## config.mk

```make
export PLATFORM = sky130hd
export DESIGN_NAME = fifo_wr_serializer
export DESIGN_NICKNAME = d
export VERILOG_FILES = /design/src/rtl/fifo_pkg.sv /design/src/rtl/fifo_wr_serializer.sv
export SDC_FILE = /design/constraint.sdc
export NUM_CORES = 1
export LEC_CHECK = 0
export CAP_MARGIN = 40
export CORE_ASPECT_RATIO = 1.5
export CORE_MARGIN = 2
export CORE_UTILIZATION = 50
export CTS_CLUSTER_DIAMETER = 40
export DETAILED_ROUTE_END_ITERATION = 7
export PLACE_DENSITY_LB_ADDON = 0.25
export SLEW_MARGIN = 15
export SYNTH_ARGS = -nofsm -noshare
export SYNTH_HDL_FRONTEND = slang
export SYNTH_SLANG_ARGS = --single-unit
```

## constraint.sdc

```tcl
create_clock -name wr_clk -period 4.1 [get_ports wr_clk]
set_input_delay 0.82 -clock wr_clk [delete_from_list [all_inputs] [get_ports wr_clk]]
set_output_delay 0.82 -clock wr_clk [all_outputs]
set_load 0.1 [all_outputs]
```

## src/rtl/fifo_pkg.sv

```systemverilog
// Shared definitions for the async byte FIFO and its write-side feeder.
package fifo_pkg;

    localparam int FIFO_DATA = 8;

    typedef enum logic {
        IDLE  = 1'b0,
        SHIFT = 1'b1
    } wr_state_t;

endpackage

```

## src/rtl/fifo_wr_serializer.sv

```systemverilog
// Serializes LANES-byte input words into one-byte FIFO writes, lane 0 first,
// stalling on the FIFO full flag and counting every byte written.
module fifo_wr_serializer
    import fifo_pkg::*;
#(
    parameter int DATA  = FIFO_DATA,
    parameter int LANES = 4,
    parameter int CNT_W = 16,
    localparam int LW   = $clog2(LANES + 1)
) (
    input  logic                  wr_clk,
    input  logic                  wrst_n,
    input  logic                  in_valid,
    output logic                  in_ready,
    input  logic [DATA*LANES-1:0] in_data,
    input  logic [LW-1:0]         in_len,
    input  logic                  full,
    output logic                  wr_en,
    output logic [DATA-1:0]       write_data,
    output logic                  busy,
    output logic [CNT_W-1:0]      byte_count
);

    localparam logic [LW-1:0] LANES_L = LW'(LANES);
    localparam logic [LW-1:0] ONE_L   = LW'(1);

    wr_state_t             state_reg, state_next;
    logic [DATA*LANES-1:0] hold_reg, hold_next, hold_shifted;
    logic [LW-1:0]         remaining_reg, remaining_next;
    logic [CNT_W-1:0]      count_reg, count_next;
    logic [LW-1:0]         len_clamped;
    logic                  accept;

    // Next lane moves down into lane 0; the top lane fills with zeros.
    for (genvar gi = 0; gi < LANES; gi++) begin : g_shift
        if (gi == LANES - 1) begin : g_top
            assign hold_shifted[gi*DATA +: DATA] = '0;
        end else begin : g_mid
            assign hold_shifted[gi*DATA +: DATA] = hold_reg[(gi+1)*DATA +: DATA];
        end
    end

    assign len_clamped = (in_len > LANES_L) ? LANES_L : in_len;

    // Output gating on wrst_n keeps the FIFO quiet on the cycle reset is applied.
    assign wr_en      = wrst_n && (state_reg == SHIFT) && !full;
    assign in_ready   = wrst_n && ((state_reg == IDLE) || (wr_en && remaining_reg == ONE_L));
    assign accept     = in_valid && in_ready;
    assign write_data = wrst_n ? hold_reg[DATA-1:0] : '0;
    assign busy       = wrst_n && (state_reg == SHIFT);
    assign byte_count = count_reg;

    always_comb begin
        state_next     = state_reg;
        hold_next      = hold_reg;
        remaining_next = remaining_reg;
        count_next     = count_reg;
        // A word arriving with the last byte takes priority over the shift.
        if (accept) begin
            hold_next      = in_data;
            remaining_next = len_clamped;
            state_next     = (len_clamped == '0) ? IDLE : SHIFT;
        end else if (wr_en) begin
            hold_next      = hold_shifted;
            remaining_next = remaining_reg - ONE_L;
            if (remaining_reg == ONE_L) begin
                state_next = IDLE;
            end
        end
        if (wr_en) begin
            count_next = count_reg + CNT_W'(1);
        end
    end

    always_ff @(posedge wr_clk) begin
        if (!wrst_n) begin
            state_reg     <= IDLE;
            hold_reg      <= '0;
            remaining_reg <= '0;
            count_reg     <= '0;
        end else begin
            state_reg     <= state_next;
            hold_reg      <= hold_next;
            remaining_reg <= remaining_next;
            count_reg     <= count_next;
        end
    end

endmodule

```

Yosys cells after proc, flatten, opt, wreduce, memory -nomap -nowiden
Index checks and enable logic that the tools add are counted.
- bits in registers: 52
- input port bits: 39
- output and inout bits: 27
- $add $sub $neg: 2
- magnitude comparators: 1
- equality and inequality tests: 1
- mux-type cells: 10
- bitwise gates (word level): 1
- reductions and logical operators: 11
- operators by type and width (operator ; number):
    32-bit 2-to-1 mux ; 2
    16-bit by 1-bit adder with 16-bit output, second input constant ; 1
    3-bit 2-to-1 mux ; 3
    8-bit 2-to-1 mux ; 1
    1-bit logical AND ; 5
    1-bit 2-to-1 mux ; 4
    2-bit nonzero test ; 2
    3-bit by 1-bit equality test with 1-bit output, second input constant ; 1
    3-bit greater-than comparator, second input constant ; 1
    3-bit zero test ; 1
    3-bit by 1-bit subtractor with 3-bit output, second input constant ; 1
    2-bit AND reduction ; 1
    1-bit zero test ; 1
    1-bit logical OR ; 1
    1-bit NOT ; 1

Depth between registers and ports, before layout
Gate-level depths: netlist of the first run.
- depth in word-level cells: 8
- gate-level depth with buffers: 7
- depth with buffers taken out: 6

Least setup slack after synthesis of the first run
OpenSTA, ideal clock, no wires.
- kind: input to output
- start point: in wrst_n
- end point: out in_ready
- data arrival time: 2.518 ns
- slack: 0.762 ns
- cell stages on the path: 4
- path through: buf_2 inv_1 clkbuf_1 nor2_1
- word-level cells in the longest chain between the ends: 5
- RTL lines (item ; line ; RTL):
    start, declared ; fifo_wr_serializer.sv:12 ; input logic wrst_n,
    1-bit logical AND (2 in a row) ; fifo_wr_serializer.sv:46 ; assign wr_en = wrst_n && (state_reg == SHIFT) && !full;
    1-bit logical AND ; fifo_wr_serializer.sv:47 ; assign in_ready = wrst_n && ((state_reg == IDLE) || (wr_en && remaining_reg == ONE_L));
    1-bit logical OR ; fifo_wr_serializer.sv:47 ;
    1-bit logical AND (*) ; fifo_wr_serializer.sv:47 ;
    end, declared ; fifo_wr_serializer.sv:14 ; output logic in_ready,
Mark *: on every way between the ends. The rest lies on a longest branch, timed or not.

Final worst setup path of the first run
- start point: in wrst_n
- end point: out busy
- word-level cells in the longest chain between the ends: 1
- RTL lines (item ; line ; RTL):
    1-bit logical AND ; fifo_wr_serializer.sv:50 ; assign busy = wrst_n && (state_reg == SHIFT);
    end, declared ; fifo_wr_serializer.sv:20 ; output logic busy,
Every way passes these cells.

==> reports/qor.csv, run 1 <==
stage,metric,value,unit
outcome,status,finished clean,
timing,fin_skew,0.01552,ns
global_route,grt_pass1_wl,9604,um
synth,postSynthAreaPerCell,8.754,um2
detailed_routing,routed_wl,5703,um
detailed_routing,firstDrtPassIters,4,
clock_tree,cts_made_buffers,5,
synth,ys_warn_count,0,
timing,hold_viol,0,
floorplanning,ioPinCount,66,
synth,synthesis.area,2355,um2
clock_tree,cts_root_buf,clkbuf_8,
finish,largest_reg_flops,32,
finish,final_area,3456,um2
critical_path,startpoint_type,input pin,
clock_tree,clkTransAtPathRegs,0.09,ns
finish,fillers,333,
global_route,grt_pass1_vias,2034,
synth,async_flop_share,0,%
place,port_buffers,65,
floorplanning,core-area,4542,um2
synth,synth_edf_count,0,
place,dp.final_hpwl,4181,um
detailed_routing,drt_iter0_markers,124,
floorplanning,die_x,60.03,um
finish,drive_above_1_share,12.46,%
timing,max_slew_margin,59.38,%
clock_tree,max-clock-path-buffers,2,
synth,ys_seq_area_share,44.21,%
pwr,p_per_area,309.8,nW/um2
critical_path,cpLargestDelayFamily,buffers and inverters,
timing,rsz0062_at_grt,false,
critical_path,cp-end-kind,output pin,
timing,finalSetupTns,0,ns
timing,slew_violations,0,
global_route,antenna_found_initial,0,
detailed_routing,wl_per_cell,13.94,um
clock_tree,insertion_delay,0.30,ns
critical_path,path_cells,clkdlybuf4s50_1 > inv_1 > nor2_1 > buf_12,
floorplanning,dieArea,5286,um2
place,placed_area,3362,um2
clock_tree,cts.sinks,52,
pwr,vdd_drop_max,0.2732,mV
floorplanning,die_h,88.05,um
critical_path,required,3.28,ns
detailed_routing,num_vias,2107,
detailed_routing,drcViolationCount,0,
worst_hold_path,hold_class,reg -> reg,
synth,ys_seq_elements,52,
critical_path,crit_path_max_fanout,17,
pwr,power,1.071,mW
clock_tree,ctsResizeCount,0,
timing,worstMarginPinSlew,0.6093,ns
clock_tree,h-tree-depth,2,
floorplanning,start_util,51.85,%
clock_tree,hold_buffers,0,
timing,period_minus_slack,3.013,ns
detailed_routing,via_per_inst,5.152,
detailed_routing,ant_nets,0,
synth,synth_cells,269,
floorplanning,num_rows,30,
timing,setup_viol,0,
global_route,gr-total-overflow,0,
critical_path,worstPathArrival,2.19,ns
pwr,p_leak,1.354,nW
global_route,grt_max_degree,71,
finish,n_antenna_cell,0,
clock_tree,cts_tree,done,
critical_path,crit_type,in -> out,
critical_path,cpPeakStageDelay,0.60,ns
finish,layoutNonFillerInstCount,409,
finish,nNetsFinal,386,
synth,yosysUniqueCellTypes,31,
place,dp_cells,401,
flow_run,drv_cap,0,
synth,synth-main-ff-cell,dfxtp_1,
global_route,grt_use_total,23.97,%
critical_path,crit_buf_inv,3,
timing,period_share,73.50,%
synth,synthesis.nets,311,
place,gp_congestion,0.8585,
critical_path,crit_slowest_cell,clkdlybuf4s50_1,
clock_tree,postCtsSetupBuffers,0,
timing,max_freq,331.9,MHz
finish,area_delta_synth_final,46.76,%
-- routing by layer --
layer / part of all wire, % / up-vias / track usage (%)
met5: 0 / - / 0
li1: - / 1087 / -
met4: 1.6 / 0 / 8.283
met1: 40 / 958 / 27.37
met3: 2.9 / 6 / 3.545
met2: 55 / 56 / 43.97
-- Yosys cell counts, drive strengths merged, types with 2 or more instances --
cell type  instances  area share, %
inv               14            2.2
or3                2           0.58
a21oi             13            2.8
xnor2              9            3.3
and2               9            2.4
ha                 3            1.6
a211oi            16            5.1
clkbuf            13            2.1
nor3               3           0.64
nand3              8            1.7
nor2              38            6.1
nor4               5            1.3
nand2b             4            1.1
nand4             12            3.8
dfxtp             52             44
buf                5            1.1
xor2               3            1.1
o21ai             15            3.2
mux2i             26             11
nand2             10            1.6
-- cell usage in the layout, fill, tap and decap left out, types with 3 or more instances in the layout --
cell | Yosys | layout
nand2_1 | 10 | 10
a21oi_1 | 13 | 13
mux2i_1 | 26 | 26
nor3_1 | 3 | 3
xnor2_1 | 9 | 9
nor4_1 | 5 | 5
nor2_1 | 38 | 38
buf_12 | 0 | 8
o21ai_0 | 15 | 15
a211oi_1 | 16 | 16
nand2b_1 | 4 | 4
nand4_1 | 11 | 11
ha_1 | 3 | 3
buf_4 | 0 | 8
xor2_1 | 3 | 3
clkdlybuf4s50_1 | 0 | 54
buf_8 | 0 | 16
inv_1 | 14 | 14
clkbuf_8 | 0 | 6
and2_1 | 9 | 9
nand3_1 | 8 | 8
dfxtp_1 | 52 | 52
-- cells by family (layout without fill, tap and decap cells) --
group           after synthesis  count (layout)  synth area share (%)
compound gates               47              47                 12.06
mux                          26              26                 11.05
fa+ha+maj                     3               3                 1.594
simple gates                 96              96                 21.10
xor+xnor                     12              12                 4.464
buf+inv                      33             109                 5.526
flops                        52              52                 44.21
-- final timing paths --
kind / start / endpoint / slack (ns) / cells after the start
worst min register to register: byte_count[15] / byte_count[15] / 0.47 / 1
worst min-delay path: byte_count[15] / byte_count[15] / 0.47 / 1
worst max register to register: remaining_reg[1] / hold_reg[13] / 2.16 / 7
worst max-delay path: wrst_n / busy / 1.09 / 4
-- power by group --
part	leakage (nW)	switching, mW	internal (mW)	total (mW)
logic	0.883	0.125	0.0932	0.218
registers	0.426	0.0153	0.536	0.551
clock network	0.0445	0.164	0.138	0.302
-- per-stage QoR --
step | utilization, % | setup slack, ns | hold WS, ns
floorplan | - | 0.7620 | 0.4544
global placement | 68.73 | 1.099 | 0.4467
detailed placement | 74.02 | 1.099 | 0.4612
CTS | 76.09 | 1.095 | 0.4745
global route | 76.09 | 0.9960 | 0.4863
finish | 76.09 | 1.087 | 0.4709
-- cell type report --
type                    count  area (um2)  area share (%)
clock buffers               7       86.33           2.498
inverters                  15       56.30           1.629
multi-input cells         184        1184           34.25
repair buffers             86        1001           28.96
clock inverters             1       7.507          0.2172
well taps                  64       80.08           2.317
flip-flops and latches     52        1041           30.12
Power figures use the tool's default switching activity.
==> run 2: changes to the inputs <==
Settings changed: CORE_UTILIZATION 50 to 43.
Clock period 4.1 ns to 2.7 ns, I/O delays scaled along.
==> run 2 against run 1 <==
Compared with the run above:
- hold slack better by 0.0063 ns
- global-route usage down 4.9 points
- clock skew down 0.0039 ns
- non-clock buffer count down 12
- core utilization down 15 points
- register-to-register slack worse by 1.3 ns
- critical path depth up 1
- sequential power up 52%
- largest power group unchanged
- count of clock-buffer cells in the layout unchanged
- clock power up 52%
- design area down 5.1%
==> reports/qor.csv, run 2 (synthesis gave the netlist of run 1 again) <==
stage,metric,value,unit,change
outcome,status,finished clean,,unchanged
detailed_routing,drt_iter0_markers,123,,was 124
floorplanning,core-area,5368,um2,was 4542 um2
global_route,antenna_found_initial,0,,unchanged
critical_path,r2r_start,remaining_reg[1],,unchanged
detailed_routing,firstDrtPassIters,4,,unchanged
timing,worstMarginPinSlew,0.4089,ns,was 0.6093 ns
pwr,p_leak,1.311,nW,was 1.354 nW
finish,largest_reg_flops,32,,unchanged
timing,finalSetupTns,0,ns,unchanged
clock_tree,ctsResizeCount,0,,unchanged
place,placed_area,3187,um2,was 3362 um2
finish,final_cell_mix,"dfxtp_1 (52), clkdlybuf4s50_1 (38), nor2_1 (36)",,"was clkdlybuf4s50_1 (54), dfxtp_1 (52), nor2_1 (38)"
finish,fillers,488,,was 333
global_route,grt_pass1_wl,9039,um,was 9604 um
clock_tree,insertion_delay,0.30,ns,about the same
detailed_routing,ant_nets,0,,unchanged
floorplanning,num_rows,33,,was 30
place,dp.final_hpwl,4047,um,was 4181 um
timing,period_minus_slack,2.328,ns,
clock_tree,cts_tree,done,,unchanged
finish,regArea,1041,um2,unchanged
detailed_routing,num_vias,2090,,"was 2,107"
floorplanning,die_x,64.42,um,was 60.03 um
clock_tree,postCtsSetupBuffers,0,,unchanged
finish,drive_above_1_share,14.71,%,was 12.46%
finish,layout_commonest_cell,dfxtp_1,,was clkdlybuf4s50_1
critical_path,cp-startpoint,full,,was wrst_n
floorplanning,die_h,94.63,um,was 88.05 um
finish,n_antenna_cell,0,,unchanged
detailed_routing,wl_per_cell,13.55,um,was 13.94 um
clock_tree,cts_made_buffers,5,,unchanged
detailed_routing,drcViolationCount,0,,unchanged
clock_tree,cts_root_buf,clkbuf_8,,unchanged
clock_tree,max-clock-path-buffers,2,,unchanged
clock_tree,hold_buffers,0,,unchanged
timing,slew_violations,0,,unchanged
global_route,grt_pass1_vias,1940,,"was 2,034"
detailed_routing,via_per_inst,5.186,,was 5.152
floorplanning,dieArea,6096,um2,was 5286 um2
pwr,vdd_drop_max,0.3458,mV,was 0.2732 mV
worst_hold_path,hold_class,reg -> reg,,unchanged
critical_path,crit_type,in -> out,,unchanged
timing,max_slew_margin,72.62,%,was 59.38%
worst_hold_path,hp-start,hold_reg[28],,was byte_count[15]
critical_path,cp-end-kind,output pin,,unchanged
clock_tree,cts.sinks,52,,unchanged
place,gp_congestion,0.7900,,was 0.8585
critical_path,startpoint_type,input pin,,unchanged
floorplanning,ioPinCount,66,,unchanged
pwr,p_per_area,499.6,nW/um2,was 309.8 nW/um2
timing,max_freq,429.6,MHz,
clock_tree,clkTransAtPathRegs,0.08,ns,was 0.09 ns
clock_tree,h-tree-depth,2,,unchanged
finish,final_area,3281,um2,was 3456 um2
global_route,grt_use_total,19.10,%,was 23.97%
global_route,grt_max_degree,69,,was 71
finish,multi_input_area,1189,um2,was 1184 um2
finish,nNetsFinal,374,,was 386
critical_path,crit_path_max_fanout,8,,was 17
critical_path,worstPathArrival,1.79,ns,was 2.19 ns
timing,hold_viol,0,,unchanged
timing,fin_skew,0.01163,ns,was 0.01552 ns
detailed_routing,routed_wl,5461,um,was 5703 um
critical_path,required,2.16,ns,was 3.28 ns
place,port_buffers,65,,unchanged
flow_run,drv_cap,0,,unchanged
timing,rsz0062_at_grt,false,,unchanged
timing,setup_viol,0,,unchanged
global_route,gr-total-overflow,0,,unchanged
finish,area_delta_synth_final,39.32,%,was 46.76%
timing,period_share,86.22,%,
floorplanning,start_util,43.87,%,was 51.85%
[run 2: cell types whose count changed in the layout (fill, tap and decap cells not counted), sizes merged]
| cell | previous run | this run |
|---|---|---|
| buf | 32 | 36 |
| clkdlybuf4s50 | 54 | 38 |
[run 2: path summary, 6_finish.rpt]
path / depth (start not counted) / slack, ns / endpoint
worst min register to register: 2 / 0.48 / hold_reg[28]
worst max-delay path: 5 / 0.37 / wr_en
worst min-delay path: 2 / 0.48 / hold_reg[28]
worst max register to register: 7 / 0.88 / hold_reg[10]
[run 2: cell type report]
| cell class | count | area share, % |
|---|---|---|
| clock inverters | 1 | 0.2288 |
| inverters | 15 | 1.716 |
| repair buffers | 74 | 24.79 |
| well taps | 70 | 2.670 |
| clock buffers | 7 | 2.632 |
| flip-flops and latches | 52 | 31.73 |
| multi-input cells | 184 | 36.23 |
[run 2: critical path, stage by stage]
cell and delay (ns):
clkdlybuf4s50_1 0.54, nand3b_2 0.18, buf_4 0.18, clkinv_1 0.15, buf_12 0.20
[run 2: per-layer routing]
layer  vias to the layer above  share of wire, %  track usage (%)
li1                       1059                 -                -
met1                       979                39            20.16
met2                        48                56            37.50
met3                         4               3.7            3.933
met4                         0               1.0            5.319
met5                         -                 0                0
[run 2: power by group]
| part | total, mW | internal [mW] | switching [mW] |
|---|---|---|---|
| Sequential | 0.836 | 0.813 | 0.0228 |
| Combinational | 0.344 | 0.151 | 0.192 |
| Clock | 0.459 | 0.209 | 0.250 |
[run 2: through the flow]
step | hold WS (ns) | instances | setup WS, ns | power, mW | utilization [%]
after floorplan | 0.4544 | 269 | 0.3125 | 1.053 | -
after global placement | 0.4528 | 395 | 0.2812 | 1.194 | 59.37
after detailed placement | 0.4683 | 395 | 0.2560 | 1.200 | 59.37
after CTS | 0.4836 | 403 | 0.3593 | 1.656 | 61.12
after global routing | 0.4960 | 403 | 0.3138 | 1.716 | 61.12
final | 0.4772 | 403 | 0.3722 | 1.639 | 61.12
